### src/rtl/boton_eventos.sv
// Turns a debounced button level into one-clock short/double/long press pulses.
// Define BTN_AUTOREPEAT_EN to build the auto-repeat counter that drives repeat_press.
module boton_eventos #(
  parameter int TICK_1MS  = 50000,
  parameter int LONG_MS   = 1000,
  parameter int DOUBLE_MS = 300,
  parameter int REPEAT_MS = 200
) (
  input  logic clk,
  input  logic reset,
  input  logic btn_level,
  output logic short_press,
  output logic double_press,
  output logic long_press,
  output logic repeat_press,
  output logic held
);

  localparam int PW        = (TICK_1MS > 1) ? $clog2(TICK_1MS) : 1;
  localparam int MS_MAX_LD = (LONG_MS > DOUBLE_MS) ? LONG_MS : DOUBLE_MS;
  localparam int MS_MAX    = (MS_MAX_LD > REPEAT_MS) ? MS_MAX_LD : REPEAT_MS;
  localparam int MW        = $clog2(MS_MAX + 1);

  localparam logic [PW-1:0] PRESC_LAST  = PW'(TICK_1MS - 1);
  localparam logic [MW-1:0] LONG_LAST   = MW'(LONG_MS - 1);
  localparam logic [MW-1:0] DOUBLE_LAST = MW'(DOUBLE_MS - 1);
  localparam logic [MW-1:0] MS_TOP      = MW'(MS_MAX);

  typedef enum logic [2:0] {
    WREL,
    IDLE,
    PRESS,
    LONG,
    GAP,
    PRESS2
  } state_t;

  state_t          r_state;
  state_t          w_nextState;
  logic [PW-1:0]   r_presc;
  logic [MW-1:0]   r_msCnt;
  logic            w_msTick;
  logic            w_short;
  logic            w_double;
  logic            w_long;
  logic            r_short;
  logic            r_double;
  logic            r_long;
  logic            r_held;

  assign w_msTick = (r_presc == PRESC_LAST);

  // Timers restart on every state change so each window is measured from its own entry.
  always_ff @(posedge clk) begin
    if (!reset) begin
      r_state  <= WREL;
      r_presc  <= '0;
      r_msCnt  <= '0;
      r_short  <= 1'b0;
      r_double <= 1'b0;
      r_long   <= 1'b0;
      r_held   <= 1'b0;
    end else begin
      r_state  <= w_nextState;
      r_short  <= w_short;
      r_double <= w_double;
      r_long   <= w_long;
      r_held   <= (w_nextState == PRESS) || (w_nextState == LONG) ||
                  (w_nextState == PRESS2);
      if (w_nextState != r_state) begin
        r_presc <= '0;
        r_msCnt <= '0;
      end else begin
        if (w_msTick) begin
          r_presc <= '0;
        end else begin
          r_presc <= r_presc + 1'b1;
        end
        if (w_msTick && (r_msCnt != MS_TOP)) begin
          r_msCnt <= r_msCnt + 1'b1;
        end
      end
    end
  end

  // Level changes are tested before timeouts, so a release or press on the terminal tick wins.
  always_comb begin
    w_nextState = r_state;
    w_short     = 1'b0;
    w_double    = 1'b0;
    w_long      = 1'b0;
    case (r_state)
      WREL: begin
        if (!btn_level) w_nextState = IDLE;
      end
      IDLE: begin
        if (btn_level) w_nextState = PRESS;
      end
      PRESS: begin
        if (!btn_level) begin
          w_nextState = GAP;
        end else if (w_msTick && (r_msCnt == LONG_LAST)) begin
          w_nextState = LONG;
          w_long      = 1'b1;
        end
      end
      LONG: begin
        if (!btn_level) w_nextState = IDLE;
      end
      GAP: begin
        if (btn_level) begin
          w_nextState = PRESS2;
        end else if (w_msTick && (r_msCnt == DOUBLE_LAST)) begin
          w_nextState = IDLE;
          w_short     = 1'b1;
        end
      end
      PRESS2: begin
        if (!btn_level) begin
          w_nextState = IDLE;
          w_double    = 1'b1;
        end
      end
      default: begin
        w_nextState = WREL;
      end
    endcase
  end

  assign short_press  = r_short;
  assign double_press = r_double;
  assign long_press   = r_long;
  assign held         = r_held;

`ifdef BTN_AUTOREPEAT_EN
  localparam int RW = (REPEAT_MS > 1) ? $clog2(REPEAT_MS) : 1;
  localparam logic [RW-1:0] REP_LAST = RW'(REPEAT_MS - 1);

  logic [RW-1:0] r_repCnt;
  logic          r_repeat;

  // Counter is held at zero outside LONG; gating with btn_level drops the pulse on release.
  always_ff @(posedge clk) begin
    if (!reset) begin
      r_repCnt <= '0;
      r_repeat <= 1'b0;
    end else begin
      r_repeat <= 1'b0;
      if (r_state != LONG) begin
        r_repCnt <= '0;
      end else if (w_msTick) begin
        if (r_repCnt == REP_LAST) begin
          r_repCnt <= '0;
          r_repeat <= btn_level;
        end else begin
          r_repCnt <= r_repCnt + 1'b1;
        end
      end
    end
  end

  assign repeat_press = r_repeat;
`else
  assign repeat_press = 1'b0;
`endif

endmodule

### config.mk
export PLATFORM = sky130hd
export DESIGN_NAME = boton_eventos
export DESIGN_NICKNAME = d
export VERILOG_FILES = /design/src/rtl/boton_eventos.sv
export SDC_FILE = /design/constraint.sdc
export NUM_CORES = 1
export LEC_CHECK = 0
export BUFFER_PORTS_ARGS = -buffer_cell sky130_fd_sc_hd__buf_4
export CAP_MARGIN = 20
export CORE_MARGIN = 2
export CORE_UTILIZATION = 45
export CTS_BUF_LIST = sky130_fd_sc_hd__clkbuf_2 sky130_fd_sc_hd__clkbuf_4 sky130_fd_sc_hd__clkbuf_8
export CTS_CLUSTER_SIZE = 28
export DETAILED_ROUTE_END_ITERATION = 10
export GPL_ROUTABILITY_DRIVEN = 0
export MAX_ROUTING_LAYER = met4
export SLEW_MARGIN = 20
export SYNTH_ARGS = -nofsm -noshare
export SYNTH_HDL_FRONTEND = slang
export SYNTH_SLANG_ARGS = --single-unit
### constraint.sdc
create_clock -name clk -period 2.8 [get_ports clk]
set_clock_uncertainty 0.05 [all_clocks]
set_input_delay 0.42 -clock clk [delete_from_list [all_inputs] [get_ports clk]]
set_output_delay 0.42 -clock clk [all_outputs]
set_load 0.03 [all_outputs]
==> flow_summary_export.csv <==
group,metric,value,unit
setup_path,cp_cell_sequence,"or4b_4 > nor3_4 > nand3_2 > or3_2 > a31oi_1",
synthesis,synth.top_cell.area_share,0.406,
floorplanning,fp.dieH,64.1,µm
outcome,status,"finished clean",
synthesis,syn_area,0.00163,mm²
cts,ctsHoldBuffers,0,
placement,place_area,0.00169,mm²
timing,rsz0062_at_grt,"false",
synthesis,synth_edf_count,0,
final_layout,drive_gt1_frac,0.101,
synthesis,yosysWarnings,0,
grt,antenna_found_initial,0,
grt,grt_max_degree,14,
drt,detail-route-antenna-nets,0,
power,p_total,0.786,mW
setup_path,crit_required,3.02,ns
cts,cts.sinks,33,
floorplanning,die-area,0.00411,mm²
setup_path,cpLargestDelayFamily,"simple AND/OR/NAND/NOR gates",
floorplanning,start_util,0.476,
grt,grt_pass1_vias,1213,
final_layout,area_growth,7.08,%
cts,cts_buffers,5,
cts,cts.repair.resized,0,
drt,drtIter0Drc,54,
cts,htreeDepth,2,
setup_path,crit_buf_inv,0,
drt,num_vias,1324,
timing,setup_viol,0,
placement,dp_cells,237,
drt,drc,0,
final_layout,mostFrequentLayoutCells,"33 x dfxtp_1, 32 x nor2_1, 13 x nand2_1",
run,maxCapViolCount,0,
setup_path,critPathSlowestCell,"or4b_4",
timing,max_freq,433,MHz
floorplanning,rows,21,
cts,cts_tree,"done",
synthesis,ys.flop_type,"dfxtp_1",
final_layout,nets,204,
final_layout,final_area,0.00174,mm²
placement,hpwl,2240,µm
timing,relSlewSlack,0.609,
grt,grt_pass1_wl,5580,µm
drt,postRouteWirelength,3140,µm
timing,period_share,0.826,
synthesis,yosysUniqueCellTypes,41,
timing,final_max_slew_viol_count,0,
setup_path,cp-start-kind,"register",
final_layout,final_common_cell,"dfxtp_1",
timing,worst_pin_slew,0.581,ns
timing,hold_violations,0,
setup_path,path_class,"reg -> reg",
floorplanning,core-area,0.00342,mm²
drt,first_pass_iters,4,
setup_path,cp.arrival,2.53,ns
synthesis,yosysTopAreaCell,"dfxtp_1",
power,power_density,451,mW/mm²
cts,clock_path_buffers,2,
setup_path,worst-path-max-fanout,13,
final_layout,final_cell_count_no_fill,245,
cts,cts_root_buf,"clkbuf_4",
drt,wire_per_inst,12.8,µm
final_layout,antenna_cells,0,
timing,setup_tns,0,ns
setup_path,critical_path.max_stage_delay,0.55,ns
synthesis,synth_nets,198,
grt,grt_usage,0.179,
synthesis,avgSynthCellArea,8.47,µm²
cts,path_clk_slew,0.10,ns
cts,postCtsSetupBuffers,0,
floorplanning,die_w,64.1,µm
synthesis,ys_seq_area_frac,0.406,
timing,period_needed,2.31,ns
synthesis,async_flop_share,0,
synthesis,syn_inst,192,
placement,port_buffers,6,
drt,routed_via_density,5.40,
setup_path,cp-end-kind,"register",
cts,clock_latency,0.34,ns
power,p_leak,0.561,nW
grt,gr-total-overflow,0,
power,vdd.ir_drop.worst,0.239,mV
floorplanning,pin_count,8,
synthesis,synth.area.top_cells,"dfxtp_1 41%, nor2_1 7.4%, xnor2_1 6.5%, xor2_1 3.2%, nand3_1 3.1%",
synthesis,synth_seq_cells,33,
worst_hold_path,hp-class,"in -> reg",
-- logic make-up (layout without fill, tap and decap cells) --
group / after synthesis / count (layout) / share of synthesized area
AND/OR/NAND/NOR: 100 / 100 / 0.340
flip-flops: 33 / 33 / 0.406
AO/OA/AOI/OAI: 20 / 20 / 0.0723
XOR/XNOR: 18 / 18 / 0.0969
buffers and inverters: 15 / 22 / 0.0469
adder cells (fa/ha/maj): 3 / 3 / 0.0231
multiplexers: 2 / 2 / 0.0123
other: 1 / 1 / 0.00231
-- sequential cells by signal, indices dropped and copies added (netlist names) --
| signal | cells |
|---|---|
| held | 1 |
| r_presc | 16 |
| double_press | 1 |
| long_press | 1 |
| short_press | 1 |
| r_state | 3 |
| r_msCnt | 10 |
-- worst min-delay path: cells and delay by family --
kind                   cells  cell delay (ns)
buffers and inverters      1             0.14
and+or+nand+nor            2             0.08
-- power by group --
group / internal, mW / switching [mW]
Sequential: 0.475 / 0.00693
Combinational: 0.0169 / 0.0268
Clock: 0.0945 / 0.166
-- layer usage --
layer | share of wire | track usage | wire length (µm)
met1 | 0.50 | 0.230 | 1570
met4 | 0.021 | 0.0745 | 65
met5 | 0 | - | 0
met3 | 0.052 | 0.0634 | 164
met2 | 0.43 | 0.257 | 1340
-- synthesized netlist by cell type (2+ instances only) --
cell type and instances:
nor4_1 5, a31oi_1 2, ha_1 3, or4b_1 2, xnor2_1 12, nand4b_1 5, nand2b_1 4, nand4_1 4
or3_1 2, nand2_1 13, clkbuf_1 4, inv_1 7, buf_6 2, nand4bb_1 2, a21oi_1 7, dfxtp_1 33
xor2_1 6, nand3_1 10, and3_1 2, o21ai_0 5, nor2_1 32, nor3_1 7, nor2b_1 3, o21bai_1 2
mux2i_1 2
-- stage by stage --
stage,hold slack [ns],utilization,setup slack [ns]
floorplan,0.376,-,0.764
finish,0.288,0.510,0.488
global placement,0.397,0.494,0.580
CTS,0.273,0.510,0.494
detailed placement,0.400,0.494,0.533
global route,0.283,0.510,0.347
-- final cells by class --
cell class | count | area (µm²)
Timing Repair Buffer | 7 | 52.6
Clock inverter | 3 | 17.5
Clock buffer | 5 | 37.5
Fill cell | 352 | 1670
Sequential cell | 33 | 661
Inverter | 7 | 26.3
Multi-Input combinational cell | 144 | 890
Tap cell | 46 | 57.6
-- path summary, 6_finish.rpt --
kind	startpoint	end	slack, ns	depth (start not counted)
worst max-delay path	r_presc[5]	r_msCnt[6]	0.49	5
worst min-delay path	reset	long_press	0.29	3
worst max register to register	r_presc[5]	r_msCnt[6]	0.49	5
worst min register to register	r_presc[0]	r_presc[0]	0.42	1
Note: power is estimated with default switching activity, not from simulation.
